`src/rtl/pw_check_ctrl_pkg.sv`:
```
// Shared types and constants for the password lock controller:
// FSM state encoding, the factory password and the one-hot digit check.
package pwlock_pkg;

    typedef enum logic [1:0] {
        ST_IDLE,
        ST_CHECK,
        ST_OPEN,
        ST_LOCKOUT
    } state_t;

    typedef logic [9:0]      digit_t;
    // Six one-hot digits; element 0 corresponds to pwds0.
    typedef logic [5:0][9:0] pw_t;

    // Factory password 1-2-3-4-5-6 (pwds0 = digit 1 ... pwds5 = digit 6).
    localparam pw_t DEFAULT_PW = {
        10'b0001000000,
        10'b0000100000,
        10'b0000010000,
        10'b0000001000,
        10'b0000000100,
        10'b0000000010
    };

    function automatic logic digit_valid(input digit_t d);
        return (d != '0) && ((d & (d - 10'd1)) == '0);
    endfunction

endpackage

```
`src/rtl/pw_check_ctrl_if.sv`:
```
// Digit-entry and button bus between the entry/display stage and the lock controller.
interface pw_check_ctrl_if;
    import pwlock_pkg::*;

    digit_t     pwds0;
    digit_t     pwds1;
    digit_t     pwds2;
    digit_t     pwds3;
    digit_t     pwds4;
    digit_t     pwds5;
    logic       confirm;
    logic       set_pw;
    logic       lock;
    logic       unlocked;
    logic       alarm;
    logic [5:0] countdown;
    logic       clear_entry;
    logic [2:0] fails;

    // Entry/display side: drives digits and buttons, consumes status.
    modport master (
        output pwds0, pwds1, pwds2, pwds3, pwds4, pwds5,
        output confirm, set_pw, lock,
        input  unlocked, alarm, countdown, clear_entry, fails
    );

    // Lock controller side.
    modport slave (
        input  pwds0, pwds1, pwds2, pwds3, pwds4, pwds5,
        input  confirm, set_pw, lock,
        output unlocked, alarm, countdown, clear_entry, fails
    );

endinterface

```
`src/rtl/pw_check_ctrl_sec_countdown.sv`:
```
// Seconds down-counter shared by OPEN and LOCKOUT: prescaler plus 6-bit count,
// with a combinational expire pulse on the tick that takes the count from 1 to 0.
module sec_countdown #(
    parameter int TICKS_PER_SEC = 400
) (
    input  logic       clk,
    input  logic       reset,
    input  logic       load,
    input  logic [5:0] load_value,
    output logic [5:0] count,
    output logic       expire
);

    localparam int            PRE_W   = (TICKS_PER_SEC > 1) ? $clog2(TICKS_PER_SEC) : 1;
    localparam logic [PRE_W-1:0] PRE_MAX = PRE_W'(TICKS_PER_SEC - 1);

    logic [PRE_W-1:0] prescaler;
    logic             tick;

    assign tick   = (prescaler == PRE_MAX);
    assign expire = tick && (count == 6'd1);

    // NOTE: sequential state uses non-blocking assignments so every flop
    // samples pre-edge values regardless of statement order.
    always_ff @(posedge clk) begin
        if (reset) begin
            prescaler <= '0;
            count     <= '0;
        end else if (load) begin
            prescaler <= '0;
            count     <= load_value;
        end else begin
            prescaler <= tick ? '0 : prescaler + 1'b1;
            if (tick && (count != 6'd0))
                count <= count - 6'd1;
        end
    end

endmodule

```
`src/rtl/pw_check_ctrl.sv`:
```
// Lock controller: checks the six-digit entry on confirm, counts failures,
// enforces timed lockout, auto-relocks when open and allows password change.
module pw_check_ctrl
    import pwlock_pkg::*;
#(
    parameter int TICKS_PER_SEC = 400,
    parameter int OPEN_SECS     = 10,
    parameter int LOCKOUT_SECS  = 30,
    parameter int MAX_FAILS     = 3
) (
    input  logic          clk_400hz,
    input  logic          reset,
    pw_check_ctrl_if.slave bus
);

    localparam logic [5:0] OPEN_VAL    = 6'(OPEN_SECS);
    localparam logic [5:0] LOCKOUT_VAL = 6'(LOCKOUT_SECS);
    localparam logic [2:0] FAIL_LIMIT  = 3'(MAX_FAILS);

    state_t     state, state_next;
    pw_t        password, password_next;
    pw_t        entry;
    logic [2:0] fails, fails_next, fails_inc;
    logic       clear_entry, clear_next;
    logic       unlocked, alarm;
    logic       confirm_q, set_pw_q, lock_q;
    logic       confirm_press, set_pw_press, lock_press;
    logic       complete;
    logic       cd_load, expire;
    logic [5:0] cd_value, countdown;

    assign entry = {bus.pwds5, bus.pwds4, bus.pwds3, bus.pwds2, bus.pwds1, bus.pwds0};

    assign confirm_press = bus.confirm & ~confirm_q;
    assign set_pw_press  = bus.set_pw  & ~set_pw_q;
    assign lock_press    = bus.lock    & ~lock_q;
    assign fails_inc     = fails + 3'd1;

    always_comb begin
        complete = 1'b1;
        for (int i = 0; i < 6; i++)
            if (!digit_valid(entry[i]))
                complete = 1'b0;
    end

    sec_countdown #(
        .TICKS_PER_SEC(TICKS_PER_SEC)
    ) u_timer (
        .clk        (clk_400hz),
        .reset      (reset),
        .load       (cd_load),
        .load_value (cd_value),
        .count      (countdown),
        .expire     (expire)
    );

    always_comb begin
        // NOTE: every output of this block gets a default first so no path
        // leaves a value unassigned and infers a latch.
        state_next    = state;
        fails_next    = fails;
        password_next = password;
        clear_next    = 1'b0;
        cd_load       = 1'b0;
        cd_value      = '0;

        unique case (state)
            ST_IDLE: begin
                if (confirm_press && complete)
                    state_next = ST_CHECK;
            end
            ST_CHECK: begin
                clear_next = 1'b1;
                if (entry == password) begin
                    state_next = ST_OPEN;
                    fails_next = '0;
                    cd_load    = 1'b1;
                    cd_value   = OPEN_VAL;
                end else if (fails_inc < FAIL_LIMIT) begin
                    state_next = ST_IDLE;
                    fails_next = fails_inc;
                end else begin
                    state_next = ST_LOCKOUT;
                    fails_next = FAIL_LIMIT;
                    cd_load    = 1'b1;
                    cd_value   = LOCKOUT_VAL;
                end
            end
            ST_OPEN: begin
                // Lock beats set_pw, which beats timer expiry.
                if (lock_press) begin
                    state_next = ST_IDLE;
                    clear_next = 1'b1;
                    cd_load    = 1'b1;
                end else if (set_pw_press && complete) begin
                    password_next = entry;
                    clear_next    = 1'b1;
                    cd_load       = 1'b1;
                    cd_value      = OPEN_VAL;
                end else if (expire) begin
                    state_next = ST_IDLE;
                end
            end
            ST_LOCKOUT: begin
                if (expire) begin
                    state_next = ST_IDLE;
                    fails_next = '0;
                end
            end
            default: state_next = ST_IDLE;
        endcase

        // Entry stays blanked for the whole lockout.
        if (state_next == ST_LOCKOUT)
            clear_next = 1'b1;
    end

    always_ff @(posedge clk_400hz) begin
        if (reset) begin
            state       <= ST_IDLE;
            fails       <= '0;
            // NOTE: the password register is reset on purpose: reset must
            // restore the factory password, not keep a user-set one.
            password    <= DEFAULT_PW;
            clear_entry <= 1'b0;
            unlocked    <= 1'b0;
            alarm       <= 1'b0;
            confirm_q   <= 1'b0;
            set_pw_q    <= 1'b0;
            lock_q      <= 1'b0;
        end else begin
            state       <= state_next;
            fails       <= fails_next;
            password    <= password_next;
            clear_entry <= clear_next;
            unlocked    <= (state_next == ST_OPEN);
            alarm       <= (state_next == ST_LOCKOUT);
            confirm_q   <= bus.confirm;
            set_pw_q    <= bus.set_pw;
            lock_q      <= bus.lock;
        end
    end

    assign bus.unlocked    = unlocked;
    assign bus.alarm       = alarm;
    assign bus.countdown   = countdown;
    assign bus.clear_entry = clear_entry;
    assign bus.fails       = fails;

endmodule

```
`src/flat_wrapper.sv`:
```
// flat-port wrapper written by rule: the top's interface ports become plain ports
module pw_check_ctrl_flat import pwlock_pkg::*;
#(
    parameter int TICKS_PER_SEC = 400,
    parameter int OPEN_SECS     = 10,
    parameter int LOCKOUT_SECS  = 30,
    parameter int MAX_FAILS     = 3
)
  (clk_400hz, reset, bus_pwds0, bus_pwds1, bus_pwds2, bus_pwds3, bus_pwds4, bus_pwds5, bus_confirm, bus_set_pw, bus_lock, bus_unlocked, bus_alarm, bus_countdown, bus_clear_entry, bus_fails);
  pw_check_ctrl_if bus_i ();
  input  logic clk_400hz;
  input  logic reset;
  input wire logic [$bits(bus_i.pwds0)-1:0] bus_pwds0;
  input wire logic [$bits(bus_i.pwds1)-1:0] bus_pwds1;
  input wire logic [$bits(bus_i.pwds2)-1:0] bus_pwds2;
  input wire logic [$bits(bus_i.pwds3)-1:0] bus_pwds3;
  input wire logic [$bits(bus_i.pwds4)-1:0] bus_pwds4;
  input wire logic [$bits(bus_i.pwds5)-1:0] bus_pwds5;
  input wire logic [$bits(bus_i.confirm)-1:0] bus_confirm;
  input wire logic [$bits(bus_i.set_pw)-1:0] bus_set_pw;
  input wire logic [$bits(bus_i.lock)-1:0] bus_lock;
  output wire logic [$bits(bus_i.unlocked)-1:0] bus_unlocked;
  output wire logic [$bits(bus_i.alarm)-1:0] bus_alarm;
  output wire logic [$bits(bus_i.countdown)-1:0] bus_countdown;
  output wire logic [$bits(bus_i.clear_entry)-1:0] bus_clear_entry;
  output wire logic [$bits(bus_i.fails)-1:0] bus_fails;
  assign bus_i.pwds0 = bus_pwds0;
  assign bus_i.pwds1 = bus_pwds1;
  assign bus_i.pwds2 = bus_pwds2;
  assign bus_i.pwds3 = bus_pwds3;
  assign bus_i.pwds4 = bus_pwds4;
  assign bus_i.pwds5 = bus_pwds5;
  assign bus_i.confirm = bus_confirm;
  assign bus_i.set_pw = bus_set_pw;
  assign bus_i.lock = bus_lock;
  assign bus_unlocked = bus_i.unlocked;
  assign bus_alarm = bus_i.alarm;
  assign bus_countdown = bus_i.countdown;
  assign bus_clear_entry = bus_i.clear_entry;
  assign bus_fails = bus_i.fails;
  pw_check_ctrl #(.TICKS_PER_SEC(TICKS_PER_SEC), .OPEN_SECS(OPEN_SECS), .LOCKOUT_SECS(LOCKOUT_SECS), .MAX_FAILS(MAX_FAILS)) u_core (.clk_400hz(clk_400hz), .reset(reset), .bus(bus_i));
endmodule
```
`config.mk`:
```
export PLATFORM = sky130hd
export DESIGN_NAME = pw_check_ctrl_flat
export DESIGN_NICKNAME = d
export VERILOG_FILES = /design/src/rtl/pw_check_ctrl_pkg.sv /design/src/rtl/pw_check_ctrl_if.sv /design/src/rtl/pw_check_ctrl_sec_countdown.sv /design/src/rtl/pw_check_ctrl.sv /design/src/flat_wrapper.sv
export SDC_FILE = /design/constraint.sdc
export NUM_CORES = 1
export LEC_CHECK = 0
export ABC_AREA = 1
export BUFFER_PORTS_ARGS = -buffer_cell sky130_fd_sc_hd__buf_2
export CAP_MARGIN = 5
export CORE_MARGIN = 2
export CORE_UTILIZATION = 53
export DETAILED_ROUTE_END_ITERATION = 12
export PLACE_DENSITY = 0.78
export SYNTH_ARGS = -nofsm -noshare
export SYNTH_HDL_FRONTEND = slang
export SYNTH_HIERARCHICAL = 1
export SYNTH_SLANG_ARGS = --single-unit
```
`constraint.sdc`:
```
create_clock -name clk_400hz -period 2 [get_ports clk_400hz]
set_input_delay 0.2 -clock clk_400hz [delete_from_list [all_inputs] [get_ports clk_400hz]]
set_output_delay 0.2 -clock clk_400hz [all_outputs]
set_load 0.05 [all_outputs]
```
==> run summary <==
The flow ran to the end, but the final reports show violations. The checks that failed: negative setup slack. The switching part of the total power is 0.377. The commonest cells after synthesis are 245 x sky130_fd_sc_hd__nor2_1, 174 x sky130_fd_sc_hd__nand2_1, 86 x sky130_fd_sc_hd__dfxtp_1, 64 x sky130_fd_sc_hd__o21ai_1, 58 x sky130_fd_sc_hd__inv_1. The delay of the slowest critical-path stage came out at 330 ps. The register-to-register setup slack is -140 ps.

Cell with the most instances on the worst path: sky130_fd_sc_hd__nor2_1. Routability-driven placement finished with a final weighted congestion of 1.01. The post-synthesis area per instance is 6.38 sq um. Grouping stages by cell kind, the critical path spends the most delay in simple AND/OR/NAND/NOR gates.

The number of antenna violations at the first check in global routing was 0. The clock skew was 17.6 ps. The worst register-to-register path ends at u_core/u_timer/count[5]. The number of violations of the max-capacitance limit was 0; the clock sink count was 86. Counting the fill cells in the layout gives 891. For the total count of hold-check failures in the final report, the log shows 0. TritonCTS built the clock tree.

The shortest clock period the worst path allows after layout is 2140 ps. For this design, the slowest cell found on the critical path is sky130_fd_sc_hd__dfxtp_2. The kind of critical path is reg -> reg. After legalization and detailed placement, the total HPWL measured 11400 um.

The worst setup slack after layout was -144 ps. Dividing the detail-routed wire length by the instance count gives 13.9 um. The H-tree was split into 3 levels. The class of the tightest hold or removal check was in -> reg. For the cell area after technology mapping, the log shows 0.00548 sq mm. IR analysis of the VDD net gives a maximum drop of 583 uV.

The combinational power share came out at 0.327. Internal power comes to 2.81 mW. The die is 106 um tall. The number of buffers added by the clock tree synthesis step was 9; the number of cells on the worst reg-to-reg path was 17.

Of all nets on the critical path, the largest fanout is 5. The first detailed-routing pass ran for 5 iterations. The category of the worst setup path capture point is a flop.

In this run the power density over the cells is 610 mW/mm^2. Input and output buffers added on the ports amount to 76. The initial core utilization is 0.538.

The fraction of power consumed by the clock network is 0.263, and the ratio of routed vias to standard cells is 5.20. The first routing iteration left 477 violations. The max-slew violation count was 0; the number of instances on the worst hold path was 3. Summed over all layers, the global routing overflow is 0. The tools report the antenna cell count as 0. For this run, the leading register cell type out of synthesis is sky130_fd_sc_hd__dfxtp_1. Final clock period utilization by the worst path: 1.07. Clock-pin slew was measured on the worst setup and hold paths at 100 ps. The synthesized design contains 86 register bits. Derived from the worst setup path, the maximum achievable clock frequency is 466 MHz. STA puts the critical path data required time at 2280 ps. The detail route stage leaves a number of antenna-violating nets equal to 0. By area the synthesized netlist is led by sky130_fd_sc_hd__dfxtp_1 31%, sky130_fd_sc_hd__nor2_1 17%, sky130_fd_sc_hd__nand2_1 12%, sky130_fd_sc_hd__xnor2_1 6.7%, sky130_fd_sc_hd__o21ai_1 5.8%. The gate count of the mapped netlist is 858, and the post-placement cell area is 0.00680 sq mm. In this run the standard cell core region covers 0.0102 sq mm.

The total number of vias came out at 6223. Traced cell by cell, the critical path runs through or2_4, a21oi_2, nand3_1, nor2_1, nand2_1, nor2_2, nand2_1, nand2_1, nand2_2, inv_2, o21ai_2, inv_2, clkinv_4, nand4_1, nor2_1, nor2_1, nor2_1. STA classifies the critical path startpoint as a flop. The portion of synthesized cell area occupied by the leading cell type works out to 0.314. The leading cell type by number of instances after synthesis was sky130_fd_sc_hd__nor2_1. Capture endpoint of the worst hold path: u_core/set_pw_q. The synthesized design spends more area on one cell type than any other, namely sky130_fd_sc_hd__dfxtp_1. The floorplan has 37 rows. Remaining routing DRC violations: 0. The run gives -464 ps as the post-placement setup slack. The number of enable-type register cells in the synthesized netlist came out at 0. For the register share of total power, the log shows 0.411. For the number of ports placed on the die boundary, the log shows 77. The tools report the post-synthesis sequential area ratio as 0.314.

The tools report the fraction of the core area covered by cells at the end of the flow as 0.725. The die is 106 um wide. The share of post-route cells with drive strength above 1 came out at 0.298. Setup repair after global routing could not meet its margin everywhere. The final wirelength was 16600 um; the number of setup violations in the final report was 21.

In this run the critical register-to-register path is launched from u_core/password[25]. The number of buffers and inverters on the critical path is 3. The worst hold path begins at bus_set_pw. The maximum root-to-sink buffer count came out at 2. Data arrives at the worst endpoint at 2420 ps. The logs give 0.276 for the overall routing resource usage and 380 ps for the clock latency on the worst-skew pair.

The root buffer cell was sky130_fd_sc_hd__clkbuf_8. For the leakage power summed over all cells, the log shows 3.48 nW. Synthesis instantiated 34 different standard cells from the library. The area growth from synthesis to layout is 34.9%. Summed over all nets, the switching power comes to 1.70 mW. Entering global routing, the biggest net connects 37 pins.

The share of flip-flops with an asynchronous set or reset was 0; the post-route cell area was 0.00739 sq mm. The first global-routing pass estimated 25000 um of wire. Layout net count: 1130.

The logs give 6 for the Yosys warning count and 0.0112 sq mm for the area of the die. The number of global-route vias before repair was 5484.
## placed cells by master (no fill, tap or decap), drive strengths merged
cell type,count
dfxtp,86
or2,8
conb,2
nand3b,1
nor3,6
xnor2,42
clkbuf,13
ha,9
clkinvlp,2
nand3,41
o21ai,78
buf,201
a21oi,19
inv,63
o211ai,4
nor2,264
xor2,11
a21boi,2
nand2,184
nor3b,2
nand4,16
o21bai,3
clkinv,4
## state kept, by name (all words and copies together) (netlist names)
register                  flops
u_core/bus.clear_entry        1
u_core/password              60
u_core/u_timer/prescaler      9
u_core/state                  2
u_core/bus.fails              3
u_core/set_pw_q               1
u_core/confirm_q              1
u_core/u_timer/count          6
u_core/bus.unlocked           1
u_core/lock_q                 1
u_core/bus.alarm              1
## worst reg2reg max path: stages (launching register included)
cell                       delay, ps
sky130_fd_sc_hd__dfxtp_2         330
sky130_fd_sc_hd__or2_4           220
sky130_fd_sc_hd__a21oi_2         150
sky130_fd_sc_hd__nand3_1          90
sky130_fd_sc_hd__nor2_1          110
sky130_fd_sc_hd__nand2_1         100
sky130_fd_sc_hd__nor2_2          160
sky130_fd_sc_hd__nand2_1          90
sky130_fd_sc_hd__nand2_1          80
sky130_fd_sc_hd__nand2_2          60
sky130_fd_sc_hd__inv_2            60
sky130_fd_sc_hd__o21ai_2          50
sky130_fd_sc_hd__inv_2           130
sky130_fd_sc_hd__clkinv_4         90
sky130_fd_sc_hd__nand4_1         120
sky130_fd_sc_hd__nor2_1           50
sky130_fd_sc_hd__nor2_1          100
sky130_fd_sc_hd__nor2_1           40
## final cells by class
| class | count | area, sq um | area share |
|---|---|---|---|
| Inverter | 61 | 234 | 0.0317 |
| Tap cell | 136 | 170 | 0.0230 |
| Clock buffer | 9 | 124 | 0.0168 |
| Timing Repair inverter | 1 | 5.00 | 0.000677 |
| Timing Repair Buffer | 205 | 1500 | 0.202 |
| Multi-Input combinational cell | 692 | 3570 | 0.483 |
| Sequential cell | 86 | 1740 | 0.235 |
| Clock inverter | 7 | 55.1 | 0.00745 |
## what timing repair did
item,CTS,global route
hold buffers,0,0
setup endpoints to repair,18,79
setup buffers,6,8
pin swaps,26,26
cloned,1,6
resized for setup,19,47
## power groups by stage
| stage | clock [mW] | combinational (mW) | sequential [mW] |
|---|---|---|---|
| 2_1_floorplan | 0 | 0.695 | 2.03 |
| 3_3_place_gp | 0 | 1.31 | 1.89 |
| 3_5_place_dp | 0 | 1.33 | 1.89 |
| 4_1_cts | 1.20 | 1.37 | 1.85 |
| 5_1_grt | 1.27 | 1.60 | 1.86 |
| 6_report | 1.18 | 1.47 | 1.85 |
## stage by stage
stage          hold WS [ps]  TNS, ps  total power [mW]  cells
5_1_grt                51.5    -9940              4.74   1197
2_1_floorplan           269        0              2.73    859
4_1_cts                31.3     -339              4.42   1183
3_3_place_gp            413   -21290              3.20   1161
3_5_place_dp            421   -24150              3.22   1161
6_report               32.4    -1340              4.51   1197
## cells by family (layout without fill, tap and decap cells)
group,count (synthesis),count (layout),share of synthesized area
compound gates,106,106,0.101
flops,86,86,0.314
buf+inv,81,283,0.0646
other cells,1,2,0.000685
fa+ha+maj,9,9,0.0206
xor+xnor,53,53,0.0847
simple gates,522,522,0.414
## metal layers
layer  vias to the layer above  part of all wire  track usage
met5                         -                 0            0
met2                       238              0.46        0.453
met3                        45             0.064       0.0334
met4                         0             0.027       0.0921
met1                      2832              0.44        0.375
li1                       3108                 -            -
## how the worst max path moves through the flow
stage                                   start                 endpoint  slack [ps]  depth (start not counted)
after CTS                 u_core/password[17]  u_core/u_timer/count[5]        -100                         17
after global routing      u_core/password[25]  u_core/u_timer/count[5]        -310                         17
after floorplan           u_core/password[25]  u_core/u_timer/count[5]          20                         18
after global placement           bus_pwds4[0]  u_core/u_timer/count[5]        -390                         19
final                     u_core/password[25]  u_core/u_timer/count[5]        -140                         17
after detailed placement         bus_pwds4[0]  u_core/u_timer/count[5]        -460                         19
Power figures use the tool's default switching activity.
